[src/rtl/cinf_slave_model_mem.sv]
// DEPTH x DW register array for the responder model: one synchronous write
// port, one registered read port, whole array cleared by async reset.
module cinf_slave_model_mem #(
    parameter int unsigned DEPTH = 16,
    parameter int unsigned DW    = 8,
    localparam int unsigned IW   = $clog2(DEPTH)
) (
    input  logic          clock,
    input  logic          rst,
    input  logic          we_i,
    input  logic [IW-1:0] waddr_i,
    input  logic [DW-1:0] wdata_i,
    input  logic          re_i,
    input  logic [IW-1:0] raddr_i,
    output logic [DW-1:0] rdata_o
);

    logic [DW-1:0] mem_q [DEPTH];
    logic [DW-1:0] rdata_q;

    always_ff @(posedge clock or posedge rst) begin
        if (rst) begin
            for (int i = 0; i < int'(DEPTH); i++) begin
                mem_q[i] <= '0;
            end
        end else if (we_i) begin
            mem_q[waddr_i] <= wdata_i;
        end
    end

    // Read data holds between fetches so the beat stays stable under stall.
    always_ff @(posedge clock or posedge rst) begin
        if (rst) begin
            rdata_q <= '0;
        end else if (re_i) begin
            rdata_q <= mem_q[raddr_i];
        end
    end

    assign rdata_o = rdata_q;

endmodule

[config.mk]
export PLATFORM = sky130hd
export DESIGN_NAME = cinf_slave_model_mem
export DESIGN_NICKNAME = d
export VERILOG_FILES = /design/src/rtl/cinf_slave_model_mem.sv
export SDC_FILE = /design/constraint.sdc
export NUM_CORES = 1
export LEC_CHECK = 0
export CAP_MARGIN = 25
export CORE_MARGIN = 2
export CORE_UTILIZATION = 37
export CTS_BUF_LIST = sky130_fd_sc_hd__clkbuf_8
export DETAILED_ROUTE_END_ITERATION = 16
export DONT_BUFFER_PORTS = 1
export GPL_TIMING_DRIVEN = 0
export PLACE_DENSITY = 0.61
export SYNTH_ARGS = -nofsm -noshare
export SYNTH_HDL_FRONTEND = slang
export SYNTH_SLANG_ARGS = --single-unit
[constraint.sdc]
create_clock -name clock -period 11.6 [get_ports clock]
set_clock_uncertainty 0.1 [all_clocks]
set_input_delay 2.32 -clock clock [delete_from_list [all_inputs] [get_ports clock]]
set_output_delay 2.32 -clock clock [all_outputs]
set_load 0.005 [all_outputs]
==> results of run 1 <==
==> through the flow <==
stage,hold slack [ns],std cells,setup slack [ns],area (µm²)
floorplan,0.374,388,5.54,6240
global placement,0.383,608,4.28,6510
detailed placement,0.389,609,7.47,6550
CTS,0.405,638,7.95,6910
global route,0.408,638,7.88,6910
finish,0.401,638,7.92,6910
==> worst max-delay path: stages <==
cell and delay (ns):
sky130_fd_sc_hd__buf_6 0.12, sky130_fd_sc_hd__nand2b_1 0.20, sky130_fd_sc_hd__nor3_2 0.84, sky130_fd_sc_hd__mux2_2 0.42
==> state kept, by name (all words and copies together), names as in the netlist <==
register and flops:
rdata_o 8, mem_q 128
==> cell families after synthesis <==
| family | count (synthesis) | share of synthesized area, % |
|---|---|---|
| buffers and inverters | 31 | 3.05 |
| DFF | 136 | 54.6 |
| and+or+nand+nor | 37 | 3.97 |
| AOI/OAI and AO/OA | 16 | 1.93 |
| muxes | 168 | 36.5 |
==> area by class of cell <==
class | instances | area share (%)
Multi-Input combinational cell | 221 | 38.3
Sequential cell | 136 | 49.3
Tap cell | 220 | 3.99
Clock buffer | 25 | 4.98
Inverter | 2 | 0.181
Buffer | 29 | 2.64
Clock inverter | 4 | 0.254
Timing Repair Buffer | 1 | 0.399
==> layer usage <==
| layer | up-vias | GRT usage, % | routed length, µm |
|---|---|---|---|
| met4 | 0 | 4.26 | 121 |
| met1 | 1856 | 23.1 | 6490 |
| met5 | - | 0 | 0 |
| li1 | 1492 | - | - |
| met3 | 12 | 5.67 | 844 |
| met2 | 73 | 26.4 | 6740 |
==> layout by cell type (no fill, tap or decap), types with 2 or more instances in the layout <==
cell                       count
sky130_fd_sc_hd__dfrtp_1     136
sky130_fd_sc_hd__mux2_2      119
sky130_fd_sc_hd__mux4_2       32
sky130_fd_sc_hd__clkbuf_8     25
sky130_fd_sc_hd__clkbuf_1     10
sky130_fd_sc_hd__mux2_4        9
sky130_fd_sc_hd__o22ai_1       8
sky130_fd_sc_hd__mux2i_1       8
sky130_fd_sc_hd__nor2_1        8
sky130_fd_sc_hd__a221oi_1      8
sky130_fd_sc_hd__buf_6         6
sky130_fd_sc_hd__buf_4         6
sky130_fd_sc_hd__buf_2         4
sky130_fd_sc_hd__nand2b_1      4
sky130_fd_sc_hd__nand2_1       4
sky130_fd_sc_hd__or3_1         4
sky130_fd_sc_hd__nor3_2        3
sky130_fd_sc_hd__nand3_1       3
sky130_fd_sc_hd__nor4_4        2
sky130_fd_sc_hd__nor2b_1       2
sky130_fd_sc_hd__buf_1         2
sky130_fd_sc_hd__nor2_2        2
sky130_fd_sc_hd__clkinv_2      2
sky130_fd_sc_hd__inv_1         2
==> path summary, 6_finish.rpt <==
| path | startpoint | to | slack (ns) | depth (start not counted) |
|---|---|---|---|---|
| setup / recovery | waddr_i[1] | mem_q[86] | 7.92 | 4 |
| hold / removal | mem_q[55] | mem_q[55] | 0.40 | 1 |
| setup reg to reg | mem_q[74] | rdata_o[2] | 10.14 | 3 |
| hold reg to reg | mem_q[55] | mem_q[55] | 0.40 | 1 |
| max in group asynchronous | rst | mem_q[63] | 8.92 | 2 |
| min in group asynchronous | rst | mem_q[78] | 1.69 | 1 |
==> report_power, final <==
group          internal (mW)  switching, mW  leakage (nW)
Sequential             0.583         0.0560          1.66
Combinational          0.142         0.0763          1.06
Clock                  0.188          0.168         0.198
Total                  0.913          0.300          2.92
==> results list, run 1 <==
- The run finished with clean final reports.
- Overall die height: 134 µm
- Setup violation total in the final timing report: 0
- After synthesis the cells add up to 6240 µm².
- Post-synthesis instance total: 388
* Static power due to leakage: 2.92 nW
- Biggest fanout along the worst timing path: 8
- Peak Freq: 272 MHz
- Clock tree synthesis found a total of 136 sinks.
- TritonCTS created 17 clock buffers.
- For this run, the leading register cell type out of synthesis is sky130_fd_sc_hd__dfrtp_1.
* Mapped Avg Cell Area: 16.1 µm²
* Largest net degree at the start of global routing: 83
- Ratio of total power to cell area: 176 nW/µm²
- Number of input and output port buffers inserted: 0
* Number of failing hold endpoints at the final stage: 0
- Number of synthesized flops with an enable pin: 0
- Of all flip-flops after synthesis, the portion carrying an async set or reset was 100%.
- Average wire length per cell after detail routing: 22.2 µm
* Multi-input gate area: 2640 µm²
- Clock root cell: sky130_fd_sc_hd__clkbuf_8
- Across the run, the number of max-cap violations was 0.
- Clock Latency Late Sink: 0.44 ns
- STA classifies the critical path endpoint as a flip-flop.
- The clock tree synthesis step divided the H-tree into 4 levels.
- For the pin with the worst max-slew slack, the measured transition is between 1 and 1.5 ns.
- In this run, synthesis produced a sequential element count of 136.
- Fill cells in the final layout number approximately 1,500.
- Overall power consumption after layout is estimated at 1.21 mW.
- After synthesis, the cell types taking the most area are sky130_fd_sc_hd__dfrtp_1 55%, sky130_fd_sc_hd__mux2_2 21%, sky130_fd_sc_hd__mux4_2 12%, sky130_fd_sc_hd__mux2_4 2.2%, sky130_fd_sc_hd__mux2i_1 1.3%.
- Die area: 17,900 µm²
* Layout cell share with drive strength beyond 1: 51.7%
- Detailed-routing iteration count for the pre-antenna-repair pass: 4
- Count of final max-slew check failures: 0
- The share of synthesized area in the top cell type comes to about 55%.
- Row Count: 47
- IR analysis of the VDD net gives a maximum drop of between 0.00008 and 0.00009 V.
- Proportion of synthesized chip area in sequential cells: 54.6%
- The worst pin sits at a relative slew slack of 29.0%.
- Core Box Area: 16,500 µm²
- The HPWL after detailed placement is between 9 and 10 mm.
- For this block, the initial DRC count from the detailed router was 190.
- Clock slew seen by the registers of the worst setup and hold paths: approximately 0.07 ns
- The first global-routing pass estimated about 22 mm of wire.
- Area added between synthesis and finish: 10.7%
- For this block, the via count after detailed routing is 3,433.
- The clock passes through at most 2 buffers.
* Final period utilization: 31.7%
* Core occupancy in the finished layout: 41.8%
- Hold/Removal Path Class: flip-flop to flip-flop
- The worst setup path is of the primary input to flip-flop kind.
- Antenna violations before repair: 0
- Number of antenna cells inserted: 0
- In the final layout, flip-flops and latches occupy 3400 µm².
- The worst setup path is launched from a primary input.
- For this run, the total global-route usage over all layers was measured as 17.0%.
- Data arrives at the worst endpoint at 3.91 ns.
- Post-synth net total: 408
- The synthesized netlist contains 29 unique library cells.
* Congestion Overflow GR: 0
- TritonCTS built the clock tree.
* Width of the die: 134 µm
- The final layout contains 428 nets.
* Required time worst endpoint: about 12 ns
- Residual DRC: 0
- Unrepaired setup endpoints after global routing: no
* I/O Pins: 28
- Routability Congestion: around 0.77
* Resized Gates After CTS: 0
- After routing, the total negative slack on setup checks comes to 0 ns.
- Dividing the detail-routed via count by the number of cells gives 5.38.
- Post-CTS repair timing setup buffer count: 0
* Most frequent cells after synthesis: 136 x sky130_fd_sc_hd__dfrtp_1, 119 x sky130_fd_sc_hd__mux2_2, 32 x sky130_fd_sc_hd__mux4_2, 10 x sky130_fd_sc_hd__clkbuf_1, 9 x sky130_fd_sc_hd__mux2_4
- Once the floorplan was initialized, standard cells occupied between 30% and 40% of the core.
* Count of synthesis-stage warnings from yosys: 0
- After clock tree synthesis, the flow added hold-fix buffers numbering 0.
- Largest area contributor in the netlist: sky130_fd_sc_hd__dfrtp_1
* Vias in the first global route: 3,666
* Routed Wire Length: approximately 14 mm
* Number of nets with antenna violations after routing: 0
* Final min period: 3.68 ns
- Most frequently used cell type in the post-synthesis netlist: sky130_fd_sc_hd__dfrtp_1
(Power assumes the default switching activity.)
==> inputs of run 2 (changes only) <==
==> constraint.sdc (replaced) <==
create_clock -name clock -period 3.7 [get_ports clock]
set_clock_uncertainty 0.1 [all_clocks]
set_input_delay 0.74 -clock clock [delete_from_list [all_inputs] [get_ports clock]]
set_output_delay 0.74 -clock clock [all_outputs]
set_load 0.005 [all_outputs]
==> run 2 against run 1 <==
Compared with the run above:
- via count up 0.26%
- register-to-register slack worse by 7.9 ns
- core utilization up 0.44 points
- sequential cell count unchanged
- sequential power rose to 3.1 times the previous value
- first-iteration DRC count up 23%
- critical path depth unchanged
- cell area up 1.1%
- worst hold slack worse by 0.32 ns
- combinational power rose to 3.2 times the previous value
- die area unchanged
- critical path type unchanged
==> results list, run 2 (synthesis results as in run 1) <==
- Most common cell after layout, fill and taps aside: sky130_fd_sc_hd__dfrtp_1
- After clock tree synthesis, the flow added hold-fix buffers numbering 0.
- Detailed-routing iteration count for the pre-antenna-repair pass: 4
- The post-route netlist has 52.2% of its cells at a drive strength greater than 1.
- The number of antenna diodes in the final layout is 0.
* Critical path capture point: mem_q[86]
- After detailed routing, the number of remaining DRC violations is 0.
- In the finished design, the share of the clock period the worst path needs comes to 55.1%.
- STA classifies the critical path endpoint as a flip-flop.
- TritonCTS sink count: 136
- The congestion estimate from routability-driven global placement came to between 0.7 and 0.8.
- Post-CTS repair changed the size of 0 cells.
- Wire length of the first global-routing pass: roughly 22 mm
- Dividing the detail-routed via count by the number of cells gives 5.35.
* Post-layout instance count excluding filler cells: 643
* Count of routing violations after the opening detailed-route iteration: 234
- By startpoint and endpoint, the worst setup path is classified as primary input to flip-flop.
* Area added between synthesis and finish: 11.9%
* Setup violation total in the final timing report: 0
* Number of input and output port buffers inserted: 0
- The final count of hold timing violations is 0.
- Critical Path AT: roughly 2.3 ns
* Final min period: roughly 2.0 ns
- Average wire length per cell after detail routing: 21.7 µm
- Pin slew with the least headroom to its limit: around 0.93 ns
- Number of vias in the routed layout: around 3,400
- Max FFs per register: 128
* Clock slew seen by the registers of the worst setup and hold paths: 0.07 ns
- The worst register-to-register path has a depth of 3.
* Fin Setup TNS: 0 ns
* Ratio of total power to cell area: between 500 and 600 nW/µm²
* Origin of the worst setup path: waddr_i[1]
- The analysis attributes to cell leakage a power of 2.95 nW.
- Row Count: 47
- In this run the clock root is driven by a sky130_fd_sc_hd__clkbuf_8.
* Maximum clock insertion buffer count: 2
- In this run the worst path has a maximum fanout of 8.
* Post-CTS repair timing setup buffer count: 0
- Clock Latency Late Sink: 0.44 ns
- Net count, final: 430
- Max-cap violations in this run came to 0.
- The tightest hold path in the finished design has a slack of 0.0801 ns.
- Startpoint of the worst-slack reg-to-reg timing path: mem_q[78]
- The initial antenna violation count came to 0.
- IR analysis of the VDD net gives a maximum drop of 0.000248 V.
- Ranked by flip-flop count, first place goes to mem_q.
- Overall die height: 134 µm
- Startpoint kind of the worst setup timing path: primary input
- The min-delay analysis places its worst path in the category primary input to async pin.
* Clock tree from TritonCTS: yes
* Width of the die: between 100 and 150 µm
- Count of final max-slew check failures: 0
* End of the worst register-to-register path: rdata_o[6]
* Congestion Overflow GR: 0
* Die area: 17,900 µm²
* Peak Freq: 491 MHz
- Summed over all layers, the routed wires come to 14.0 mm.
* Post-detailed-placement half-perimeter wirelength: 9.61 mm
- Headroom to the max-slew limit came out at a little under two fifths.
* Placed Cells: 611
- Level count of the clock H-tree: 4
- I/O Pins: 28
* Status: completed
- Once the floorplan was initialized, standard cells occupied 37.7% of the core.
- Vias in the first global route: approximately 3,800
- In this run the remaining antenna-violating nets after routing total 0.
- Core Box Area: 16,500 µm²
* Global Route Usage Sum: 16.9%
- Required time worst endpoint: slightly below 4 ns
- For flop-to-flop paths, the worst setup slack is 2.22 ns.
* Largest net degree at the start of global routing: 45
- Core occupancy in the finished layout: 42.2%
* CTS buffer count: 17
* Commonest cells after routing, fill and taps aside: 136 x sky130_fd_sc_hd__dfrtp_1, 119 x sky130_fd_sc_hd__mux2_2, 32 x sky130_fd_sc_hd__mux4_2
* Unrepaired setup endpoints after global routing: no
==> run 2: stage by stage <==
step / instance area, µm² / worst slack (ns) / power [mW]
floorplan: 6240 / 1.17 / 2.55
global route: 6980 / 1.62 / 4.12
detailed placement: 6580 / 1.21 / 2.73
global placement: 6520 / 0.548 / 2.67
finish: 6980 / 1.66 / 3.93
CTS: 6980 / 1.68 / 3.97
==> run 2: layer usage <==
metal	wire length (µm)	up-vias	share of wire, %	track usage, %
met5	0	-	0	0
met4	161	0	1.2	4.91
met3	699	16	5.0	5.06
met2	6660	66	48	26.8
met1	6450	1850	46	22.6
li1	-	1510	-	-
==> run 2: final cells by class <==
| type | instances | area, µm² |
|---|---|---|
| clock buffers | 22 | 303 |
| plain buffers | 29 | 183 |
| fillers | 1505 | 9550 |
| multi-input cells | 221 | 2640 |
| inverters | 2 | 11.3 |
| flip-flops and latches | 136 | 3400 |
| clock inverters | 10 | 100 |
| repair buffers | 3 | 60.1 |
| well taps | 220 | 275 |
==> run 2: worst min-delay path by stage <==
stage               from          to  slack [ns]  cells after the start
6_report             rst  mem_q[126]        0.08                      1
5_1_grt              rst  mem_q[126]        0.08                      1
4_1_cts              rst   mem_q[52]        0.07                      1
3_5_place_dp   mem_q[38]   mem_q[38]        0.39                      1
3_3_place_gp   mem_q[10]   mem_q[10]        0.38                      1
2_1_floorplan  mem_q[48]   mem_q[48]        0.37                      1
==> run 2: worst max-delay path, cell delays in order <==
cell,delay (ns)
sky130_fd_sc_hd__buf_6,0.12
sky130_fd_sc_hd__nand2b_1,0.21
sky130_fd_sc_hd__nor3_2,0.77
sky130_fd_sc_hd__mux2_2,0.42
==> run 2: power breakdown <==
part | leakage [nW] | internal, mW | total [mW] | switching (mW)
clock | 0.217 | 0.678 | 1.23 | 0.556
sequential | 1.66 | 1.83 | 2.00 | 0.176
combinational | 1.07 | 0.448 | 0.688 | 0.240
==> inputs of run 3 (changes only) <==
==> constraint.sdc (replaced) <==
create_clock -name clock -period 2 [get_ports clock]
set_clock_uncertainty 0.1 [all_clocks]
set_input_delay 0.4 -clock clock [delete_from_list [all_inputs] [get_ports clock]]
set_output_delay 0.4 -clock clock [all_outputs]
set_load 0.005 [all_outputs]
==> run 3 against run 2 <==
Compared with the run above:
- critical path type unchanged
- critical endpoint unchanged
- highest routed layer unchanged
- cell area rose by 1.3%
- worst hold slack got worse by 0.055 ns
- sequential power is 86% higher
- setup slack worse by 1.4 ns
- clock power up 86%
- routed wire length up 3.0%
==> results list, run 3 (synthesis results as in run 1) <==
- The post-route netlist has 51.2% of its cells at a drive strength greater than 1.
- Unrepaired setup endpoints after global routing: no
- Routability Congestion: 0.785
* Fraction of power consumed by sequential logic: 50.8%
* Level count of the clock H-tree: 4
* I/O Pins: 28
- The wire-length estimate of the detail-placed layout is 9.61 mm.
* Register containing the most flip-flops in the final layout: mem_q
- Most common cell after layout, fill and taps aside: sky130_fd_sc_hd__dfrtp_1
* Critical Path AT: 1.93 ns
- CTS placed an instance of sky130_fd_sc_hd__clkbuf_8 at the clock tree root.
- Routed Wire Length: 14.4 mm
- Count of final max-slew check failures: 0
* Critical path buffers and inverters: 1
- Cell internal power was estimated by the tool at 5.48 mW.
- Status: completed
- Number of violations of the max-capacitance limit: 0
- For this run, the slowest stage of the critical path takes 0.78 ns.
- Clock slew seen by the registers of the worst setup and hold paths: 0.07 ns
* Pre-CTS setup slack: -0.153 ns
- Largest net degree at the start of global routing: 45
* Area added between synthesis and finish: 13.3%
* Power Total: 7.30 mW
- Summed over all nets, the switching power comes to 1.83 mW.
- Final period utilization: 85.2%
- Worst setup path class: primary input to flip-flop
- Worst setup margin: 0.296 ns
* Number of vias in the routed layout: 3,476
- In the layout the commonest cells are 136 x sky130_fd_sc_hd__dfrtp_1, 119 x sky130_fd_sc_hd__mux2_2, 32 x sky130_fd_sc_hd__mux4_2.
* Setup violation total in the final timing report: 0
* Max-slew headroom: 37.1%
- Biggest fanout along the worst timing path: 8
* Overall die height: roughly 130 µm
* Max FFs per register: 128
- In this run the static leakage power is around 3 nW.
- Counting every sink on the clock net gives between 100 and 150.
- CP max stage cell: sky130_fd_sc_hd__nor3_2
- CTS buffer count: 17
- The initial antenna violation count came to 0.
- The clock network is responsible for 31.4% of the overall power.
- For the pin with the worst max-slew slack, the measured transition is 0.938 ns.
- Number of antenna cells inserted: 0
- Number of input and output port buffers inserted: 0
- The min-delay analysis places its worst path in the category primary input to flip-flop.
* Peak Freq: 587 MHz
* Final min period: roughly 1.7 ns
* Congestion Overflow GR: 0
* Required time worst endpoint: 2.22 ns
* Family of cells with the greatest summed delay on the critical path: simple AND/OR/NAND/NOR gates
* Number of hold buffers added after cts: 9
* Count of routing violations after the opening detailed-route iteration: 215
* Clock Latency Late Sink: ~0.44 ns
- The die is approximately 130 µm wide.
- Number of nets with antenna violations after routing: 0
- Sw Share: 25.0%
- Proportion of power drawn by combinational gates: 17.9%
* Initial standard-cell utilization of the core: 37.7%
- Net count, final: approximately 440
* Post-CTS repair timing setup buffer count: 0
* Residual DRC: 0
* Number of failing hold endpoints at the final stage: 0
- # fillers: 1,503
* Vias in the first global route: 3,833
* Clock tree from TritonCTS: yes
- Average wire length per cell after detail routing: 22.1 µm
* Ratio of total power to cell area: between 1000 and 1500 nW/µm²
- Sequence of cells on the critical path: buf_6 > nand2b_1 > nor3_2 > mux2_2
* Maximum clock insertion buffer count: 2
- The first detailed-routing pass took 4 iterations.
- Core Box Area: 16,500 µm²
- Die area: ~18,000 µm²
- The worst-case IR drop observed on VDD is 0.000459 V.
- The worst setup path is captured at a flip-flop.
- Post-CTS repair changed the size of 0 cells.
* Row Count: 47
- For this run, the total global-route usage over all layers was measured as 17.4%.
* Startpoint kind of the worst setup timing path: primary input
- Wire length of the first global-routing pass: between 20 and 25 mm
- Core occupancy in the finished layout: 42.8%
- Post-DR vias/cell: 5.33
[run 3: cell count changes in the layout (fill, tap and decap cells not counted)]
cell,previous run,this run
sky130_fd_sc_hd__dlygate4sd3_1,0,9
[run 3: metrics by stage]
step	hold WS, ns	instances	setup TNS (ns)	instance area (µm²)
2_1_floorplan	0.374	388	-26.27	6240
3_3_place_gp	0.381	608	-110.73	6520
4_1_cts	0.00218	652	0	7070
6_report	0.0251	652	0	7070
5_1_grt	0.00349	652	0	7070
3_5_place_dp	0.212	611	-1.52	6580
[run 3: routing by layer]
metal  track usage [%]  vias to the layer above  share of wire, %
met5                 0                        -                 0
met4              5.61                        0               1.9
met3              4.91                       25               5.2
met2              28.0                       71                48
met1              23.0                     1854                45
li1                  -                     1526                 -
[run 3: path summary, 6_finish.rpt]
| path | startpoint | end | slack, ns | depth (start not counted) |
|---|---|---|---|---|
| max | waddr_i[1] | mem_q[86] | 0.30 | 4 |
| min | wdata_i[1] | mem_q[41] | 0.03 | 1 |
| max reg2reg | mem_q[78] | rdata_o[6] | 0.53 | 3 |
| min reg2reg | mem_q[18] | mem_q[18] | 0.41 | 1 |
| max in group asynchronous | rst | mem_q[42] | 0.64 | 4 |
| min in group asynchronous | rst | mem_q[126] | 0.35 | 2 |
[run 3: worst register-to-register path, delay by kind of cell, from the launching register on]
kind | cells | cell delay (ns)
mux | 1 | 0.49
flops | 1 | 0.40
compound gates | 2 | 0.35
[run 3: power by group through the flow]
| stage | Sequential (mW) | Clock (mW) | Combinational (mW) |
|---|---|---|---|
| final | 3.71 | 2.29 | 1.31 |
| after floorplan | 3.63 | 0 | 1.09 |
| after global placement | 3.71 | 0 | 1.23 |
| after global routing | 3.78 | 2.46 | 1.42 |
| after detailed placement | 3.76 | 0 | 1.29 |
| after CTS | 3.70 | 2.34 | 1.32 |
[run 3: final cells by class]
type                            instances  area (µm²)  share of cell area [%]
Sequential cell                       136        3400                    48.1
Multi-Input combinational cell        221        2640                    37.4
Clock buffer                           22         303                    4.28
Tap cell                              220         275                    3.89
Buffer                                 29         183                    2.58
Timing Repair Buffer                   12         150                    2.12
Clock inverter                         10         100                    1.42
Inverter                                2        11.3                   0.159
